==> src/rtl/cam_pkg.sv <==
// Shared types and helpers for the OV7670 to RGB332 capture path.
package cam_pkg;

  localparam int unsigned IMG_W_DEF = 160;
  localparam int unsigned IMG_H_DEF = 120;

  typedef enum logic [2:0] {
    WaitVs,
    WaitStart,
    Frame,
    FrameHi,
    ByteLo
  } cam_state_e;

  // hi = RRRRRGGG, lo = GGGBBBBB; keep the top bits of each colour.
  function automatic logic [7:0] rgb565_to_332(input logic [7:0] hi, input logic [7:0] lo);
    return {hi[7:5], hi[2:0], lo[4:3]};
  endfunction

endpackage

==> src/rtl/cam_capture_rgb332_if.sv <==
// Camera pin bundle plus frame-buffer write port of the capture front end.
interface cam_capture_rgb332_if #(
  parameter int unsigned AW = 15
);

  logic          CAM_pclk;
  logic          CAM_vsync;
  logic          CAM_href;
  logic [7:0]    CAM_px_data;
  logic [AW-1:0] mem_px_addr;
  logic [7:0]    mem_px_data;
  logic          px_wr;

  modport master (
    input  CAM_pclk,
    input  CAM_vsync,
    input  CAM_href,
    input  CAM_px_data,
    output mem_px_addr,
    output mem_px_data,
    output px_wr
  );

  modport slave (
    output CAM_pclk,
    output CAM_vsync,
    output CAM_href,
    output CAM_px_data,
    input  mem_px_addr,
    input  mem_px_data,
    input  px_wr
  );

endinterface

==> src/rtl/cam_sync_edge.sv <==
// Two-flop synchronizer with registered rise/fall pulses; level output is delayed
// one extra stage so it lines up with the pulses.
module cam_sync_edge (
  input  logic clk,
  input  logic rst,
  input  logic din,
  output logic level,
  output logic rise,
  output logic fall
);

  logic s1_q, s2_q, s3_q, rise_q, fall_q;

  always_ff @(posedge clk or posedge rst) begin
    if (rst) begin
      s1_q   <= 1'b0;
      s2_q   <= 1'b0;
      s3_q   <= 1'b0;
      rise_q <= 1'b0;
      fall_q <= 1'b0;
    end else begin
      s1_q   <= din;
      s2_q   <= s1_q;
      s3_q   <= s2_q;
      rise_q <= s2_q & ~s3_q;
      fall_q <= ~s2_q & s3_q;
    end
  end

  assign level = s3_q;
  assign rise  = rise_q;
  assign fall  = fall_q;

endmodule

==> src/rtl/cam_capture_rgb332.sv <==
// OV7670 capture: oversamples the camera pins, packs RGB565 byte pairs into RGB332
// and writes them to a linear IMG_W x IMG_H frame buffer.
module cam_capture_rgb332
  import cam_pkg::*;
#(
  parameter int unsigned IMG_W = IMG_W_DEF,
  parameter int unsigned IMG_H = IMG_H_DEF,
  parameter int unsigned AW    = 15
) (
  input  logic                clk,
  input  logic                rst,
  cam_capture_rgb332_if.master cam,
  output logic                frame_done,
  output logic                err_sticky
);

  localparam int unsigned CW = $clog2(IMG_W + 1);
  localparam int unsigned LW = $clog2(IMG_H + 1);
  localparam logic [CW-1:0] ColLim   = CW'(IMG_W);
  localparam logic [LW-1:0] LineLim  = LW'(IMG_H);
  localparam logic [AW-1:0] LineStep = AW'(IMG_W);

  logic pclk_rise, pclk_fall, pclk_lvl;
  logic href_rise, href_fall, href_lvl;

  cam_sync_edge u_sync_pclk (
    .clk   (clk),
    .rst   (rst),
    .din   (cam.CAM_pclk),
    .level (pclk_lvl),
    .rise  (pclk_rise),
    .fall  (pclk_fall)
  );

  cam_sync_edge u_sync_href (
    .clk   (clk),
    .rst   (rst),
    .din   (cam.CAM_href),
    .level (href_lvl),
    .rise  (href_rise),
    .fall  (href_fall)
  );

  logic unused_edges;
  assign unused_edges = pclk_fall ^ pclk_lvl ^ href_rise;

  // Three stages keep vsync/data aligned with the registered edge pulses.
  logic [8:0] dv_s1_q, dv_s2_q, dv_s3_q;
  logic       vsync_lvl;
  logic [7:0] data_lvl;

  always_ff @(posedge clk or posedge rst) begin
    if (rst) begin
      dv_s1_q <= '0;
      dv_s2_q <= '0;
      dv_s3_q <= '0;
    end else begin
      dv_s1_q <= {cam.CAM_vsync, cam.CAM_px_data};
      dv_s2_q <= dv_s1_q;
      dv_s3_q <= dv_s2_q;
    end
  end

  assign vsync_lvl = dv_s3_q[8];
  assign data_lvl  = dv_s3_q[7:0];

  cam_state_e    state_q, state_d;
  logic [LW-1:0] line_q, line_d;
  logic [CW-1:0] col_q, col_d;
  logic [AW-1:0] base_q, base_d;
  logic [AW-1:0] addr_q, addr_d;
  logic [7:0]    hi_q, hi_d;
  logic [AW-1:0] wr_addr_q, wr_addr_d;
  logic [7:0]    wr_data_q, wr_data_d;
  logic          px_wr_q, px_wr_d;
  logic          done_q, done_d;
  logic          err_q, err_d;
  logic          line_end;

  always_ff @(posedge clk or posedge rst) begin
    if (rst) begin
      state_q   <= WaitVs;
      line_q    <= '0;
      col_q     <= '0;
      base_q    <= '0;
      addr_q    <= '0;
      hi_q      <= '0;
      wr_addr_q <= '0;
      wr_data_q <= '0;
      px_wr_q   <= 1'b0;
      done_q    <= 1'b0;
      err_q     <= 1'b0;
    end else begin
      state_q   <= state_d;
      line_q    <= line_d;
      col_q     <= col_d;
      base_q    <= base_d;
      addr_q    <= addr_d;
      hi_q      <= hi_d;
      wr_addr_q <= wr_addr_d;
      wr_data_q <= wr_data_d;
      px_wr_q   <= px_wr_d;
      done_q    <= done_d;
      err_q     <= err_d;
    end
  end

  always_comb begin
    state_d   = state_q;
    line_d    = line_q;
    col_d     = col_q;
    base_d    = base_q;
    addr_d    = addr_q;
    hi_d      = hi_q;
    wr_addr_d = wr_addr_q;
    wr_data_d = wr_data_q;
    px_wr_d   = 1'b0;
    done_d    = 1'b0;
    err_d     = err_q;
    line_end  = 1'b0;

    unique case (state_q)
      WaitVs: begin
        if (pclk_rise && vsync_lvl) state_d = WaitStart;
      end
      WaitStart: begin
        if (pclk_rise && !vsync_lvl) begin
          state_d = Frame;
          line_d  = '0;
          col_d   = '0;
          base_d  = '0;
          addr_d  = '0;
        end
      end
      Frame: begin
        if (pclk_rise) begin
          if (vsync_lvl) begin
            done_d  = (line_q != '0);
            state_d = WaitStart;
          end else if (href_lvl) begin
            hi_d    = data_lvl;
            state_d = ByteLo;
          end
        end
      end
      FrameHi, ByteLo: begin
        if ((pclk_rise && vsync_lvl) || href_fall) begin
          // A line ending between the two bytes of a pixel drops the half pixel.
          line_end = 1'b1;
          err_d    = err_q | (state_q == ByteLo);
          if (pclk_rise && vsync_lvl) begin
            done_d  = 1'b1;
            state_d = WaitStart;
          end else begin
            state_d = Frame;
          end
        end else if (pclk_rise && href_lvl) begin
          if (state_q == FrameHi) begin
            hi_d    = data_lvl;
            state_d = ByteLo;
          end else begin
            state_d = FrameHi;
            if (col_q < ColLim && line_q < LineLim) begin
              px_wr_d   = 1'b1;
              wr_addr_d = addr_q;
              wr_data_d = rgb565_to_332(hi_q, data_lvl);
              addr_d    = addr_q + 1'b1;
            end
            if (col_q < ColLim) col_d = col_q + 1'b1;
          end
        end
      end
      default: state_d = WaitVs;
    endcase

    if (line_end) begin
      col_d = '0;
      if (line_q < LineLim) begin
        line_d = line_q + 1'b1;
        base_d = base_q + LineStep;
        addr_d = base_q + LineStep;
      end
    end
  end

  assign cam.mem_px_addr = wr_addr_q;
  assign cam.mem_px_data = wr_data_q;
  assign cam.px_wr       = px_wr_q;
  assign frame_done      = done_q;
  assign err_sticky      = err_q;

endmodule

==> src/flat_wrapper.sv <==
// flat-port wrapper written by rule: the top's interface ports become plain ports
module cam_capture_rgb332_flat import cam_pkg::*;
#(
  parameter int unsigned IMG_W = IMG_W_DEF,
  parameter int unsigned IMG_H = IMG_H_DEF,
  parameter int unsigned AW    = 15
)
  (clk, rst, frame_done, err_sticky, cam_CAM_pclk, cam_CAM_vsync, cam_CAM_href, cam_CAM_px_data, cam_mem_px_addr, cam_mem_px_data, cam_px_wr);
  cam_capture_rgb332_if #(.AW(AW)) cam_i ();
  input  logic clk;
  input  logic rst;
  output logic frame_done;
  output logic err_sticky;
  input wire logic [$bits(cam_i.CAM_pclk)-1:0] cam_CAM_pclk;
  input wire logic [$bits(cam_i.CAM_vsync)-1:0] cam_CAM_vsync;
  input wire logic [$bits(cam_i.CAM_href)-1:0] cam_CAM_href;
  input wire logic [$bits(cam_i.CAM_px_data)-1:0] cam_CAM_px_data;
  output wire logic [$bits(cam_i.mem_px_addr)-1:0] cam_mem_px_addr;
  output wire logic [$bits(cam_i.mem_px_data)-1:0] cam_mem_px_data;
  output wire logic [$bits(cam_i.px_wr)-1:0] cam_px_wr;
  assign cam_i.CAM_pclk = cam_CAM_pclk;
  assign cam_i.CAM_vsync = cam_CAM_vsync;
  assign cam_i.CAM_href = cam_CAM_href;
  assign cam_i.CAM_px_data = cam_CAM_px_data;
  assign cam_mem_px_addr = cam_i.mem_px_addr;
  assign cam_mem_px_data = cam_i.mem_px_data;
  assign cam_px_wr = cam_i.px_wr;
  cam_capture_rgb332 #(.IMG_W(IMG_W), .IMG_H(IMG_H), .AW(AW)) u_core (.clk(clk), .rst(rst), .cam(cam_i), .frame_done(frame_done), .err_sticky(err_sticky));
endmodule
==> config.mk <==
export PLATFORM = sky130hd
export DESIGN_NAME = cam_capture_rgb332_flat
export DESIGN_NICKNAME = d
export VERILOG_FILES = /design/src/rtl/cam_pkg.sv /design/src/rtl/cam_capture_rgb332_if.sv /design/src/rtl/cam_sync_edge.sv /design/src/rtl/cam_capture_rgb332.sv /design/src/flat_wrapper.sv
export SDC_FILE = /design/constraint.sdc
export NUM_CORES = 1
export LEC_CHECK = 0
export BUFFER_PORTS_ARGS = -buffer_cell sky130_fd_sc_hd__buf_2
export CAP_MARGIN = 20
export CORE_ASPECT_RATIO = 0.6
export CORE_MARGIN = 3
export CORE_UTILIZATION = 59
export CTS_CLUSTER_DIAMETER = 40
export DETAILED_ROUTE_END_ITERATION = 8
export PLACE_DENSITY_LB_ADDON = 0.15
export SKIP_LAST_GASP = 1
export SLEW_MARGIN = 10
export SYNTH_ARGS = -nofsm -noshare
export SYNTH_HDL_FRONTEND = slang
export SYNTH_SLANG_ARGS = --single-unit
==> constraint.sdc <==
create_clock -name clk -period 5.16 [get_ports clk]
set_input_delay 1.032 -clock clk [delete_from_list [all_inputs] [get_ports clk]]
set_output_delay 1.032 -clock clk [all_outputs]
set_load 0.05 [all_outputs]
==> reports/qor.csv, run 1 <==
metric,value,unit
intPower,2.01,mW
drtAntennaViolNets,0,
worst_pin_slew,0.992,ns
numCtsBuffers,17,
antenna_found_initial,0,
swShare,0.308,
cts_tree,built,
cts-root-buf,clkbuf_16,
vdd_drop_max,0.332,mV
grt_setup_unrepaired,false,
die_area,9710,um2
syn-mean-instance-area,11.4,um2
clockPowerShare,0.392,
max_freq,373,MHz
layout_min_cycle_time,2.68,ns
hold_buffers,0,
groute.usage.overall,0.246,
final_cell_mix,"dfrtp_1, buf_2, nand2_1",
yosys_register_bits,115,
cp.required,5.47,ns
setup.worst_path.end_class,flip-flop,
p_sw,0.894,mW
initial_core_util,0.624,
clkTransAtPathRegs,0.05,ns
status,"complete, no violations",
start_kind,flip-flop,
setup_ws,2.48,ns
wirelength,11.1,mm
die_x,125,um
power.leakage,2.79,nW
cts.path.max_buffers,2,
yosysWarnings,0,
drtPass1Iterations,6,
critPathArrivalTime,2.99,ns
diodes,0,
boundaryPins,39,
timing.hold.ws,0.345,ns
fin_setup_tns,0,ns
overflow,0,
drc,0,
io_buffer_count,38,
rows,25,
min_period_over_period,0.520,
wl_per_cell,18.4,um
drv_cap,0,
yosysUniqueCellTypes,61,
synth_nets,458,
synthToLayoutAreaGrowth,17.0,%
critPathMaxFanout,23,
cts.sinks,115,
power,2.90,mW
maxSlewHeadroom,0.336,
powerDensity,493,nW/um2
slew_viol_final,0,
ctsResizeCount,0,
hold_violations,0,
power_frac_comb,0.200,
core,8070,um2
hold_path.class,flip-flop to flip-flop,
ys.flop_type,dfrtp_1,
gp_congestion,0.898,
grt_pass1_vias,3523,
place_hpwl,7.18,mm
setup_viol,0,
preCtsSetupSlack,2.47,ns
grt_pass1_wl,18.4,mm
grt_max_degree,80,
drt-vias-per-instance,6.21,
mostFrequentLayoutCell,dfrtp_1,
synth_edf_count,0,
ys_seq_area_frac,0.572,
synthCells,440,
fillers,559,
vias,3731,
insertion_delay,0.41,ns
pwr-share-seq,0.408,
die_h,77.5,um
layout-drive-gt1-share,0.203,
drtIter0Drc,566,
postCtsSetupRepairBufs,0,
htree_levels,4,
syn_area,5030,um2
skew,0.00793,ns
synthArstFlopShare,1.00,
fin_nets,501,
crit_type,flip-flop to flip-flop,
-- final cells by class --
class                   instances  area [um2]  area share
repair buffers                 43         228      0.0387
clock buffers                  24         502      0.0852
multi-input cells             296        2030       0.345
flip-flops and latches        115        2880       0.489
clock inverters                 5        75.1      0.0127
well taps                     108         135      0.0229
inverters                      10        40.0     0.00680
-- worst paths after layout --
check	from	to	slack (ns)	depth (start not counted)
setup / recovery	u_core.dv_s3_q[8]$_DFF_PP0_	u_core.line_q[3]$_DFF_PP0_	2.48	6
min in group asynchronous	rst	u_core.hi_q[1]$_DFFE_PP0P_	0.85	2
setup reg to reg	u_core.dv_s3_q[8]$_DFF_PP0_	u_core.line_q[3]$_DFF_PP0_	2.48	6
hold / removal	u_core.dv_s1_q[1]$_DFF_PP0_	u_core.dv_s2_q[1]$_DFF_PP0_	0.34	0
hold reg to reg	u_core.dv_s1_q[1]$_DFF_PP0_	u_core.dv_s2_q[1]$_DFF_PP0_	0.34	0
max in group asynchronous	rst	u_core.cam.mem_px_addr[13]$_DFFE_PP0P_	3.28	3
-- kinds of logic after synthesis --
kind of cell	Yosys count	share of synthesized area
adder cells (fa/ha/maj)	5	0.0124
AND/OR/NAND/NOR	137	0.154
XOR/XNOR	10	0.0174
buffers and inverters	29	0.0244
flip-flops	115	0.572
AO/OA/AOI/OAI	111	0.147
multiplexers	33	0.0729
-- layer usage --
layer	part of all wire	GRT usage
met1	0.46	0.359
met2	0.44	0.344
met3	0.077	0.0832
met4	0.020	0.0877
met5	0	0
-- per-stage QoR --
| step | utilization | instances | area (um2) |
|---|---|---|---|
| 3_5_place_dp | 0.658 | 572 | 5310 |
| 2_1_floorplan | - | 440 | 5030 |
| 3_3_place_gp | 0.658 | 572 | 5310 |
| 4_1_cts | 0.730 | 601 | 5890 |
| 5_1_grt | 0.730 | 601 | 5890 |
| 6_report | 0.730 | 601 | 5890 |
-- power by group through the flow --
stage	clock (mW)	sequential, mW	combinational [mW]
finish	1.14	1.19	0.582
detailed placement	0	1.19	0.564
global placement	0	1.18	0.552
floorplan	0	1.14	0.457
CTS	1.15	1.18	0.572
global route	1.20	1.21	0.639
-- flip-flops by register name, summed over array words and instances, names as in the netlist --
register,flops
u_core.addr_q,15
u_core.u_sync_href.s2_q,1
u_core.hi_q,6
u_core.line_q,7
u_core.col_q,8
u_core.u_sync_pclk.rise,1
u_core.cam.px_wr,1
u_core.err_sticky,1
u_core.cam.mem_px_addr,15
u_core.dv_s2_q,9
u_core.frame_done,1
u_core.base_q,15
u_core.u_sync_pclk.s1_q,1
u_core.u_sync_href.level,1
u_core.u_sync_pclk.s2_q,1
u_core.state_q,3
u_core.dv_s3_q,9
u_core.cam.mem_px_data,8
u_core.u_sync_href.fall,1
u_core.dv_s1_q,9
u_core.u_sync_pclk.level,1
u_core.u_sync_href.s1_q,1
-- synthesized netlist by cell type, drive strengths merged (3+ instances only) --
library cell / n / share of area
dfrtp: 115 / 0.57
o21ai: 31 / 0.031
nand2: 30 / 0.022
mux2: 29 / 0.065
nor2: 26 / 0.019
a21oi: 19 / 0.019
nor2b: 16 / 0.020
nand3: 14 / 0.014
a31oi: 12 / 0.015
clkbuf: 12 / 0.0090
inv: 10 / 0.0075
nand4: 9 / 0.011
buf: 7 / 0.0080
and3: 6 / 0.0075
o31ai: 6 / 0.0090
or3: 6 / 0.0075
xnor2: 6 / 0.010
a22o: 5 / 0.0087
and2: 5 / 0.0062
ha: 5 / 0.012
nor4: 5 / 0.013
o21a: 5 / 0.0075
a21o: 4 / 0.0060
a221oi: 4 / 0.0082
mux2i: 4 / 0.0080
nand3b: 4 / 0.0060
nor3: 4 / 0.0040
xor2: 4 / 0.0070
a211oi: 3 / 0.0055
o221ai: 3 / 0.0052
-- worst max-delay path, cell delays in order, from the launching register on --
cell and delay [ns]:
dfrtp_1 0.47, a21oi_1 0.72, a211oi_2 0.09, buf_4 0.26, nor2_1 0.73, o21ai_0 0.20
o31ai_1 0.11
Note: power is estimated with default switching activity, not from simulation.
==> run 2, diff against run 1 <==
Settings changed: ABC_AREA from default to 1, CORE_UTILIZATION 59 to 54.
Clock period 5.16 ns to 2.2 ns, I/O delays scaled along.
==> run 2 against run 1 <==
Against the previous run: via count rose by 9.2%; final area grew 2.8%; sequential cell count stayed put; synthesized cell count is 34% higher; critical path depth up 2; power increased to 2.8 times the previous value; clock skew down 0.00050 ns; count of clock-buffer cells in the layout is 1 lower; die area increased by 8.8%; clock power increased to 2.5 times the previous value; utilization fell by 4.1 points; first-iteration DRC count fell by 45%.
==> reports/qor.csv, run 2 <==
metric,value,unit
power.leakage,3.09,nW
cp_num_buf_inv,2,
vias,4074,
hold_path.class,input port to asynchronous set/reset pin,
layout-drive-gt1-share,0.157,
yosysUniqueCellTypes,35,
crit_chain,nand2_1 > nor2_1 > nor2_1 > nand3_1 > buf_12 > inv_1 > nand2_1 > nand2_1,
ys.flop_type,dfrtp_1,
cp.required,2.54,ns
gp_congestion,0.944,
slew_viol_final,0,
ys_top_cells_by_area,"dfrtp_1, nand2_1, inv_1, nor2_1, nand3_1",
drtAntennaViolNets,0,
ctsResizeCount,0,
crit_type,flip-flop to flip-flop,
diodes,0,
vdd_drop_max,0.787,mV
hold_buffers,0,
syn_area,5040,um2
dpl_cell_area,5420,um2
maxSlewHeadroom,0.606,
cts-root-buf,clkbuf_16,
fillers,680,
mostFrequentLayoutCell,nand2_1,
insertion_delay,0.41,ns
overflow,0,
die_x,131,um
setup.worst_path.end_class,flip-flop,
grt_pass1_vias,3800,
status,"complete, no violations",
cts.sinks,115,
synth_edf_count,0,
setup_viol,0,
place_hpwl,7.88,mm
start_kind,flip-flop,
cts_tree,built,
drtPass1Iterations,5,
fin_setup_tns,0,ns
max_stage_delay,0.42,ns
critPathMaxFanout,37,
io_buffer_count,38,
setup_ws,0.258,ns
hold_violations,0,
grt_setup_unrepaired,false,
drt-vias-per-instance,5.29,
die_area,10600,um2
crit_end,u_core.cam.mem_px_data[7]$_DFFE_PP0P_,
ys_top_cells_by_count,"nand2_1, dfrtp_1, inv_1, nor2_1",
htree_levels,4,
skew,0.00742,ns
final_cell_mix,"nand2_1, dfrtp_1, inv_1",
numCtsBuffers,17,
clkTransAtPathRegs,0.05,ns
synthCells,589,
synthArstFlopShare,1.00,
grt_pass1_wl,18.3,mm
yosysWarnings,0,
slowest_stage,dfrtp_1,
fin_nets,663,
synth_nets,607,
groute.usage.overall,0.227,
drv_cap,0,
max_freq,515,MHz
rows,26,
min_period_over_period,0.883,
boundaryPins,39,
startpoint,u_core.line_q[4]$_DFF_PP0_,
yosys.area.top_type,dfrtp_1,
r2r-start,u_core.line_q[4]$_DFF_PP0_,
r2r-end,u_core.cam.mem_px_data[7]$_DFFE_PP0P_,
critPathArrivalTime,2.29,ns
synthToLayoutAreaGrowth,20.1,%
crit_cells,8,
critPathTopFamily,simple AND/OR/NAND/NOR gates,
wl_per_cell,14.6,um
drtIter0Drc,311,
postCtsSetupRepairBufs,0,
r2r_cells,8,
worst_pin_slew,0.587,ns
yosysTopAreaCellShare,0.571,
antenna_found_initial,0,
die_h,80.8,um
stdcell_area,6050,um2
layout_min_cycle_time,1.94,ns
synth.most_common_cell,nand2_1,
powerDensity,1320,nW/um2
core,8780,um2
rrSetupSlack,0.26,ns
crit_top_cell,nand2_1,
drc,0,
wirelength,11.2,mm
cts.path.max_buffers,2,
grt_max_degree,63,
yosys_register_bits,115,
syn-mean-instance-area,8.56,um2
preCtsSetupSlack,0.320,ns
ys_seq_area_frac,0.571,
initial_core_util,0.574,
==> run 2: worst min path at each step <==
stage	end	slack, ns	cells after the start
3_5_place_dp	u_core.dv_s2_q[0]$_DFF_PP0_	0.33	0
6_report	u_core.u_sync_pclk.s2_q$_DFF_PP0_	0.05	2
4_1_cts	u_core.u_sync_pclk.s2_q$_DFF_PP0_	0.06	2
3_3_place_gp	u_core.dv_s2_q[7]$_DFF_PP0_	0.33	0
2_1_floorplan	u_core.dv_s2_q[0]$_DFF_PP0_	0.33	0
5_1_grt	u_core.u_sync_pclk.level$_DFF_PP0_	0.08	2
==> run 2: layout make-up <==
type | count | area, um2 | area share
repair buffers | 46 | 288 | 0.0475
clock buffers | 23 | 478 | 0.0790
flip-flops and latches | 115 | 2880 | 0.475
clock inverters | 9 | 151 | 0.0250
inverters | 71 | 273 | 0.0451
well taps | 112 | 140 | 0.0231
multi-input cells | 394 | 1850 | 0.305
==> run 2: worst reg2reg max path, delay by kind of cell (launching register included) <==
| family | cells | cell delay, ns |
|---|---|---|
| and+or+nand+nor | 6 | 0.97 |
| buffers and inverters | 2 | 0.49 |
| DFF | 1 | 0.42 |
==> run 2: per-layer routing <==
layer,track usage,wire length [um],vias to the layer above
met4,0.0945,161,0
met2,0.312,4570,162
met3,0.0558,814,19
li1,-,-,1982
met5,0,0,-
met1,0.343,5680,1911
==> run 2: cells by family after synthesis <==
group,Yosys count,share of synthesized area
compound gates,76,0.0839
xor+xnor,8,0.0139
fa+ha+maj,5,0.0124
buf+inv,80,0.0628
flops,115,0.571
mux,1,0.00199
simple gates,304,0.254
==> run 2: where the power goes <==
part / leakage [nW] / internal, mW / switching, mW
Sequential: 1.49 / 2.49 / 0.308
Combinational: 1.30 / 0.659 / 1.64
Clock: 0.307 / 1.98 / 0.916
==> run 2: through the flow <==
step	hold slack (ns)	power [mW]	util	std cells
final	0.0548	8.00	0.689	770
after global routing	0.0762	8.44	0.689	770
after CTS	0.0600	8.03	0.689	770
after detailed placement	0.335	5.08	0.618	738
after global placement	0.332	5.03	0.618	738
after floorplan	0.331	4.50	-	589
